--- src/rtl/aes128_key_expand_pkg.sv ---
// Shared AES definitions: word and round-key types, FSM states, S-box and Rcon.
package aes128_key_expand_pkg;

  typedef logic [31:0]  word_t;
  typedef logic [127:0] rkey_t;

  typedef enum logic {
    ST_IDLE   = 1'b0,
    ST_EXPAND = 1'b1
  } state_t;

  localparam int NUM_RK = 11;

  // Forward S-box; entry 0 sits in the most significant byte.
  localparam logic [0:255][7:0] SBOX = {
    128'h637c777bf26b6fc53001672bfed7ab76,
    128'hca82c97dfa5947f0add4a2af9ca472c0,
    128'hb7fd9326363ff7cc34a5e5f171d83115,
    128'h04c723c31896059a071280e2eb27b275,
    128'h09832c1a1b6e5aa0523bd6b329e32f84,
    128'h53d100ed20fcb15b6acbbe394a4c58cf,
    128'hd0efaafb434d338545f9027f503c9fa8,
    128'h51a3408f929d38f5bcb6da2110fff3d2,
    128'hcd0c13ec5f974417c4a77e3d645d1973,
    128'h60814fdc222a908846eeb814de5e0bdb,
    128'he0323a0a4906245cc2d3ac629195e479,
    128'he7c8376d8dd54ea96c56f4ea657aae08,
    128'hba78252e1ca6b4c6e8dd741f4bbd8b8a,
    128'h703eb5664803f60e613557b986c11d9e,
    128'he1f8981169d98e949b1e87e9ce5528df,
    128'h8ca1890dbfe6426841992d0fb054bb16
  };

  // Round constants indexed by round number; entry 0 is unused.
  localparam logic [0:10][7:0] RCON = {
    8'h00, 8'h01, 8'h02, 8'h04, 8'h08, 8'h10,
    8'h20, 8'h40, 8'h80, 8'h1b, 8'h36
  };

  function automatic logic [7:0] sbox(input logic [7:0] b);
    return SBOX[b];
  endfunction

endpackage

--- src/rtl/aes128_key_expand_if.sv ---
// Key-schedule bus: start/key request, status flags and round-key read port.
interface aes128_key_expand_if;
  import aes128_key_expand_pkg::*;

  logic       start;
  rkey_t      key;
  logic       busy;
  logic       done;
  logic       keys_valid;
  logic [3:0] rk_idx;
  rkey_t      rk_out;

  modport master (
    output start, key, rk_idx,
    input  busy, done, keys_valid, rk_out
  );

  modport slave (
    input  start, key, rk_idx,
    output busy, done, keys_valid, rk_out
  );

endinterface

--- src/rtl/aes128_key_expand_sub_word.sv ---
// Combinational SubWord: S-box substitution of each byte of a 32-bit word.
module aes128_key_expand_sub_word
  import aes128_key_expand_pkg::*;
(
  input  word_t din,
  output word_t dout
);

  assign dout = {sbox(din[31:24]), sbox(din[23:16]), sbox(din[15:8]), sbox(din[7:0])};

endmodule

--- src/rtl/aes128_key_expand.sv ---
// Sequential AES-128 key schedule: one round key per clock into an 11-entry file.
module aes128_key_expand
  import aes128_key_expand_pkg::*;
#(
  parameter int NUM_ROUNDS = 10
)
(
  input logic                clk,
  input logic                rst,
  aes128_key_expand_if.slave bus
);

  if (NUM_ROUNDS != 10) begin : g_bad_rounds
    $error("aes128_key_expand supports only NUM_ROUNDS = 10");
  end

  localparam logic [3:0] LAST_RND = 4'(NUM_ROUNDS);

  state_t     state_q, state_d;
  logic [3:0] rnd_q, rnd_d;
  logic       done_q, done_d;
  logic       kv_q, kv_d;
  logic       wr_en;
  logic [3:0] wr_idx;
  rkey_t      wr_data;
  rkey_t      rk_q [NUM_RK];

  logic [3:0] prev_idx;
  rkey_t      prev_rk;
  word_t      rot_w, sub_w, t_w;
  word_t      n0, n1, n2, n3;

  // Previous round key; rnd is 0 only outside an expansion, where the value is unused.
  assign prev_idx = (rnd_q == 4'd0) ? 4'd0 : rnd_q - 4'd1;
  assign prev_rk  = rk_q[prev_idx];
  assign rot_w    = {prev_rk[23:0], prev_rk[31:24]};

  aes128_key_expand_sub_word u_sub_word (
    .din  (rot_w),
    .dout (sub_w)
  );

  assign t_w = sub_w ^ {RCON[rnd_q], 24'h000000};
  assign n0  = prev_rk[127:96] ^ t_w;
  assign n1  = prev_rk[95:64]  ^ n0;
  assign n2  = prev_rk[63:32]  ^ n1;
  assign n3  = prev_rk[31:0]   ^ n2;

  // Next-state, round counter, status flags and register-file write selection.
  always_comb begin
    state_d = state_q;
    rnd_d   = rnd_q;
    done_d  = 1'b0;
    kv_d    = kv_q;
    wr_en   = 1'b0;
    wr_idx  = rnd_q;
    wr_data = {n0, n1, n2, n3};
    case (state_q)
      ST_IDLE: begin
        if (bus.start) begin
          state_d = ST_EXPAND;
          rnd_d   = 4'd1;
          kv_d    = 1'b0;
          wr_en   = 1'b1;
          wr_idx  = 4'd0;
          wr_data = bus.key;
        end
      end
      ST_EXPAND: begin
        wr_en = 1'b1;
        if (rnd_q == LAST_RND) begin
          state_d = ST_IDLE;
          done_d  = 1'b1;
          kv_d    = 1'b1;
        end else begin
          rnd_d = rnd_q + 4'd1;
        end
      end
      default: state_d = ST_IDLE;
    endcase
  end

  // Control registers; reset aborts any expansion in flight.
  always_ff @(posedge clk) begin
    if (!rst) begin
      state_q <= ST_IDLE;
      rnd_q   <= 4'd0;
      done_q  <= 1'b0;
      kv_q    <= 1'b0;
    end else begin
      state_q <= state_d;
      rnd_q   <= rnd_d;
      done_q  <= done_d;
      kv_q    <= kv_d;
    end
  end

  // Round-key register file, cleared on reset so stale keys never leak out.
  always_ff @(posedge clk) begin
    if (!rst) begin
      for (int i = 0; i < NUM_RK; i++) rk_q[i] <= '0;
    end else if (wr_en) begin
      rk_q[wr_idx] <= wr_data;
    end
  end

  assign bus.busy       = (state_q == ST_EXPAND);
  assign bus.done       = done_q;
  assign bus.keys_valid = kv_q;
  assign bus.rk_out     = (bus.rk_idx <= 4'd10) ? rk_q[bus.rk_idx] : '0;

endmodule

--- src/flat_wrapper.sv ---
// flat-port wrapper written by rule: the top's interface ports become plain ports
module aes128_key_expand_flat import aes128_key_expand_pkg::*;
#(
  parameter int NUM_ROUNDS = 10
)
  (clk, rst, bus_start, bus_key, bus_rk_idx, bus_busy, bus_done, bus_keys_valid, bus_rk_out);
  aes128_key_expand_if bus_i ();
  input logic clk;
  input logic rst;
  input wire logic [$bits(bus_i.start)-1:0] bus_start;
  input wire logic [$bits(bus_i.key)-1:0] bus_key;
  input wire logic [$bits(bus_i.rk_idx)-1:0] bus_rk_idx;
  output wire logic [$bits(bus_i.busy)-1:0] bus_busy;
  output wire logic [$bits(bus_i.done)-1:0] bus_done;
  output wire logic [$bits(bus_i.keys_valid)-1:0] bus_keys_valid;
  output wire logic [$bits(bus_i.rk_out)-1:0] bus_rk_out;
  assign bus_i.start = bus_start;
  assign bus_i.key = bus_key;
  assign bus_i.rk_idx = bus_rk_idx;
  assign bus_busy = bus_i.busy;
  assign bus_done = bus_i.done;
  assign bus_keys_valid = bus_i.keys_valid;
  assign bus_rk_out = bus_i.rk_out;
  aes128_key_expand #(.NUM_ROUNDS(NUM_ROUNDS)) u_core (.clk(clk), .rst(rst), .bus(bus_i));
endmodule
--- config.mk ---
export PLATFORM = sky130hd
export DESIGN_NAME = aes128_key_expand_flat
export DESIGN_NICKNAME = d
export VERILOG_FILES = /design/src/rtl/aes128_key_expand_pkg.sv /design/src/rtl/aes128_key_expand_if.sv /design/src/rtl/aes128_key_expand_sub_word.sv /design/src/rtl/aes128_key_expand.sv /design/src/flat_wrapper.sv
export SDC_FILE = /design/constraint.sdc
export NUM_CORES = 2
export LEC_CHECK = 0
export CORE_MARGIN = 2
export CORE_UTILIZATION = 40
export CTS_BUF_LIST = sky130_fd_sc_hd__clkbuf_8 sky130_fd_sc_hd__clkbuf_16
export DETAILED_ROUTE_END_ITERATION = 10
export SLEW_MARGIN = 10
export SYNTH_ARGS = -nofsm -noshare
export SYNTH_HDL_FRONTEND = slang
export SYNTH_HIERARCHICAL = 1
export SYNTH_SLANG_ARGS = --single-unit
--- constraint.sdc ---
create_clock -name clk -period 11.7 [get_ports clk]
set_input_delay 2.925 -clock clk [delete_from_list [all_inputs] [get_ports clk]]
set_output_delay 2.925 -clock clk [all_outputs]
set_load 0.01 [all_outputs]
== Word level (Yosys, flattened, before mapping) ==
Memories as Yosys holds them, arrays and structs flattened.
Cells that the tools add are included.

* Mux-type cells: 34
* Reduce and logical (&&, ||, !) cells: 5
* Magnitude comparators: 6
* Add/subtract/negate cells: 2
* Bitwise logic cells: 11
* Equality and inequality tests: 4

{| class="wikitable"
|+ Operators by type and width
! operator !! count
|-
| $mux W128 || 4
|-
| $xor A32 B32 Y32 || 5
|-
| $reduce_or A128 Y1 || 1
|-
| $mux W8 || 10
|-
| $ge A9 B9 Y1 const B || 4
|-
| $not A8 Y9 || 4
|-
| $mux W4 || 6
|-
| $mux W1 || 10
|-
| $pmux W4 S2 || 1
|-
| $ne A2 B2 Y1 const B || 3
|-
| $pmux W1 S2 || 3
|-
| $reduce_and A2 Y1 || 3
|-
| $ge A5 B5 Y1 const B || 1
|-
| $not A4 Y5 || 1
|-
| $add A4 B1 Y4 const B || 1
|-
| $eq A4 B4 Y1 const B || 1
|-
| $le A4 B4 Y1 const B || 1
|-
| $logic_not A4 Y1 || 1
|-
| $sub A4 B1 Y4 const B || 1
|-
| $not A1 Y1 || 1
|}

* Bits in registers: 7
* Output and inout port bits: 131
* Memories: 6
* Memory bits (writable): 1,408
* ROM bits: 8,320
* Input port bits: 135

{| class="wikitable"
|+ Memories
! memory !! depth !! width !! rd ports !! clocked after memory_dff !! write ports !! line !! RTL
|-
| (name not given) || 256 || 8 || 1 || 0 || 0 || aes128_key_expand_pkg.sv:41 || <nowiki>return SBOX[b];</nowiki>
|-
| (name not given) || 256 || 8 || 1 || 0 || 0 || aes128_key_expand_pkg.sv:41 ||
|-
| (name not given) || 256 || 8 || 1 || 0 || 0 || aes128_key_expand_pkg.sv:41 ||
|-
| (name not given) || 256 || 8 || 1 || 0 || 0 || aes128_key_expand_pkg.sv:41 ||
|-
| u_core.rk_q || 11 || 128 || 2 || 0 || 11 || aes128_key_expand.sv:26 || <nowiki>rkey_t rk_q [NUM_RK];</nowiki>
|-
| (name not given) || 16 || 8 || 1 || 0 || 0 || aes128_key_expand.sv:43 || <nowiki>assign t_w = sub_w ^ {RCON[rnd_q], 24'h000000};</nowiki>
|}

== Logic depth before layout (Yosys ltp) ==
An unclocked memory read counts as a cell.

* Depth after elaboration: 15
* Mapped depth: 41

== Hierarchy ==
Netlist, hierarchy kept.

{| class="wikitable"
|+ Modules (own cells, without submodules)
! module !! cells each !! times used !! sequential area each (um^2) !! area an instance (um^2)
|-
| aes128_key_expand || 8,514 || 1 || 60,357.9 || 102,422.0
|-
| aes128_key_expand_sub_word || 2,185 || 1 || 0.0 || 13,769.5
|}

== Worst setup path after synthesis ==
Ideal clock, no wire load.

* Path kind: reg2reg
* From: register u_core.rnd_q[0]
* To: memory u_core/rk_q[9][0] (netlist bit) (enable)
* Library setup time: 0.803 ns
* Required time: 10.897 ns
* Slack: -0.652 ns
* Cell stages (with the launch flop): 12
* Buffers on the path: 9
* Data arrival time: 11.549 ns
* Cell sequence: dfxtp_1 buf_4 buf_6 buf_6 buf_4 buf_4 buf_2 buf_2 buf_2 buf_1 nand2_1 o31ai_1

{| class="wikitable"
|+ RTL lines
! item !! line !! RTL
|-
| start, declared || aes128_key_expand.sv:20 || <nowiki>logic [3:0] rnd_q, rnd_d;</nowiki>
|-
| start signal, assigned || aes128_key_expand.sv:92 || <nowiki>rnd_q <= rnd_d;</nowiki>
|-
| end, declared || aes128_key_expand.sv:26 ||
|}

==> results.yml <==
status:
  outcome: "finished with violations"
  violations: "capacitance limit, slew limit"
clocking:
  post_cts_resized: 0
  cts.sinks: 2055
  cts_hold_buf: 0
  clkTransAtPathRegs_ns: 0.06
  cts-htree-levels: 4
  cts_max_path_buffers: 4
  cts_buffers: 223
  cts_tree: "done"
  root_buffer: "clkbuf_16"
  clkLatencyLatePin_ns: 0.95
  cts_setup_buffers: 0
grt:
  grt_pass1_wl_mm: 760
  grt_max_degree: 148
  antenna_found_initial: 38
  grt-ovfl-total: 0
  grt_use_total: 0.361
  grt_pass1_vias: 97500
floorplanning:
  dieHeight_um: 543
  initial_utilization: 0.403
  die-area_mm2: 0.295
  die_width_um: 543
  ios: 266
  core_mm2: 0.289
  rows: 197
detailed_routing:
  drt_iter0_drc: 18200
  drc: 0
  totalWireLength_mm: 551
  viasPerCell: 7.04
  vias: 103000
  wl_per_cell_um: 37.7
  ant_nets: 0
  drt_first_pass_iters: 7
logic_synthesis:
  synth_nets: 10900
  ys.warnings.count: 6
  synth_fa_ha_area_frac: 0.00721
  synth_area_per_cell_um2: 10.9
  synth_top_family_by_area: "compound AO/OA/AOI/OAI gates"
  synth_mux_area_frac: 0.107
  yosys.area_share.simple: 0.135
  synth_compound_area_frac: 0.170
  synth-xor-area-share: 0.0156
  synth_ff_type: "edfxtp_1"
  synth_seq_area_share: 0.519
  syn_area_mm2: 0.116
  postSynth.asyncResetShare: 0
  synthCells: 10700
  ys_seq_elements: 2055
  synth_edf_count: 1920
  synth_cell_types: 115
hold_path:
  hold_class: "flop to flop"
  worstHoldStart: "u_core/bus.keys_valid$_SDFFE_PN0P_"
critical_path:
  worstSetupPathType: "flop to flop"
  cp-end-kind: "flop"
  r2r-start: "u_core/rnd_q[1]$_SDFFE_PN0P_"
  crit_fanout: 39
  crit_arrival_ns: 11.05
  crit_start: "u_core/rnd_q[1]$_SDFFE_PN0P_"
  crit_required_ns: 12.31
  cp-start-kind: "flop"
finish:
  final_cell_mix: "1920 x edfxtp_1, 1519 x nor2_1, 852 x nand2_1"
  area_delta_synth_final_pct: 12.5
  final_cell_count_no_fill: 14600
  drive_above_1_share: 0.137
  final_nets: 10700
  mostFrequentLayoutCell: "edfxtp_1"
sta:
  slew_headroom: -0.00129
  final.setup.worst_slack_ns: 1.26
  setup_violations: 0
  skew_ns: 0.0909
  fmax_mhz: 95.8
  setup-tns-final_ns: 0
  post-route-min-period_ns: 10.44
  hold_viol: 0
  period_share: 0.892
  rsz0062_at_grt: "no"
  finalMaxSlewViolations: 1
  tightest_slew_ns: 1.46
power_and_ir_drop:
  p_sw_uw: 13000
  ir_drop_uv: 153
  power_density_mw_per_mm2: 226
  p_sw_frac: 0.441
  sequentialPowerShare: 0.300
  pwr-share-clk: 0.242
  p_comb_frac: 0.457
  leakagePower_uw: 0.0450
  intPower_uw: 16500
placed_design:
  io_buffers: 265
  gp_congestion: 1.04
  post-place-cells: 14200
  pre_cts_slack_ns: 1.79
  dp_hpwl_mm: 327
job:
  drv_cap: 1
-- layer usage --
| metal | up-vias | global-route usage | wire length, um |
|---|---|---|---|
| met3 | 1994 | 0.116 | 80900 |
| met4 | 28 | 0.253 | 45500 |
| met5 | - | 0 | 195 |
| met2 | 9230 | 0.524 | 232000 |
| met1 | 50900 | 0.455 | 192000 |
| li1 | 40500 | - | - |
-- power by group through the flow --
stage,Sequential (uW),Combinational (uW),Clock [uW]
after floorplan,8950,7120,0
after global placement,8990,12700,0
after detailed placement,9010,12700,0
after CTS,8850,12800,7160
after global routing,8890,13800,7420
final,8870,13500,7150
-- registers in the layout (all words and copies together), names as in the netlist --
register	flops
u_core/bus.busy	1
u_core/rk_q	2048
u_core/bus.keys_valid	1
u_core/bus.done	1
u_core/rnd_q	4
-- cells by family after synthesis --
kind of cell             after synthesis
AO/OA/AOI/OAI                       2943
XOR/XNOR                             138
adder cells (fa/ha/maj)               67
buffers and inverters               1187
flip-flops                          2055
multiplexers                         808
AND/OR/NAND/NOR                     3501
-- worst max-delay path: stages (launching register included) --
cell      delay, ns
dfxtp_1        0.73
inv_1          0.28
ha_4           0.42
nor3b_4        0.26
buf_4          0.20
nor2_4         0.61
buf_4          0.79
a32oi_1        0.22
a21oi_1        0.36
a21oi_4        0.13
inv_1          0.38
ha_1           0.71
nor2_1         0.23
nand2_1        0.15
a21oi_1        0.11
o311ai_0       0.59
nor2_1         0.10
o41ai_1        0.43
buf_4          0.22
or4_1          0.11
nand4_1        0.86
xnor3_1        1.21
xnor2_2        0.19
nor2_2         0.14
nor3_1         0.64
-- cell usage after synthesis (220+ instances only) --
library cell / number / area (um^2)
clkbuf_1: 604 / 2270
a21oi_1: 569 / 2850
nand3_1: 220 / 1100
o21ai_0: 673 / 3370
edfxtp_1: 1920 / 57700
a211oi_1: 222 / 1670
buf_2: 309 / 1550
o211ai_1: 293 / 2200
nand2_1: 868 / 3260
mux4_2: 336 / 7570
nor2_1: 1527 / 5730
mux2i_1: 354 / 3540
-- through the flow --
stage | total power, uW | util | hold WS (ns) | cell area (um^2)
2_1_floorplan | 16100 | - | 0.441 | 116000
3_3_place_gp | 21700 | 0.427 | 0.447 | 123000
3_5_place_dp | 21700 | 0.427 | 0.455 | 123000
4_1_cts | 28800 | 0.453 | 0.463 | 131000
5_1_grt | 30100 | 0.453 | 0.493 | 131000
6_report | 29500 | 0.453 | 0.461 | 131000
-- layout make-up --
| type | count | area [um^2] |
|---|---|---|
| diodes | 15 | 37.5 |
| clock buffers | 251 | 5980 |
| clock inverters | 160 | 1330 |
| fillers | 26500 | 158000 |
| inverters | 87 | 337 |
| multi-input cells | 7457 | 51400 |
| flip-flops and latches | 2055 | 60400 |
| well taps | 3880 | 4850 |
| repair buffers | 693 | 6470 |
-- path summary, 6_finish.rpt --
kind | to | slack [ns] | depth (start not counted)
max | u_core/rk_q[9][13]$_DFFE_PP_ | 1.26 | 24
min | u_core/bus.keys_valid$_SDFFE_PN0P_ | 0.46 | 2
max reg2reg | u_core/rk_q[9][13]$_DFFE_PP_ | 1.26 | 24
min reg2reg | u_core/bus.keys_valid$_SDFFE_PN0P_ | 0.46 | 2
Note: power is estimated with default switching activity, not from simulation.
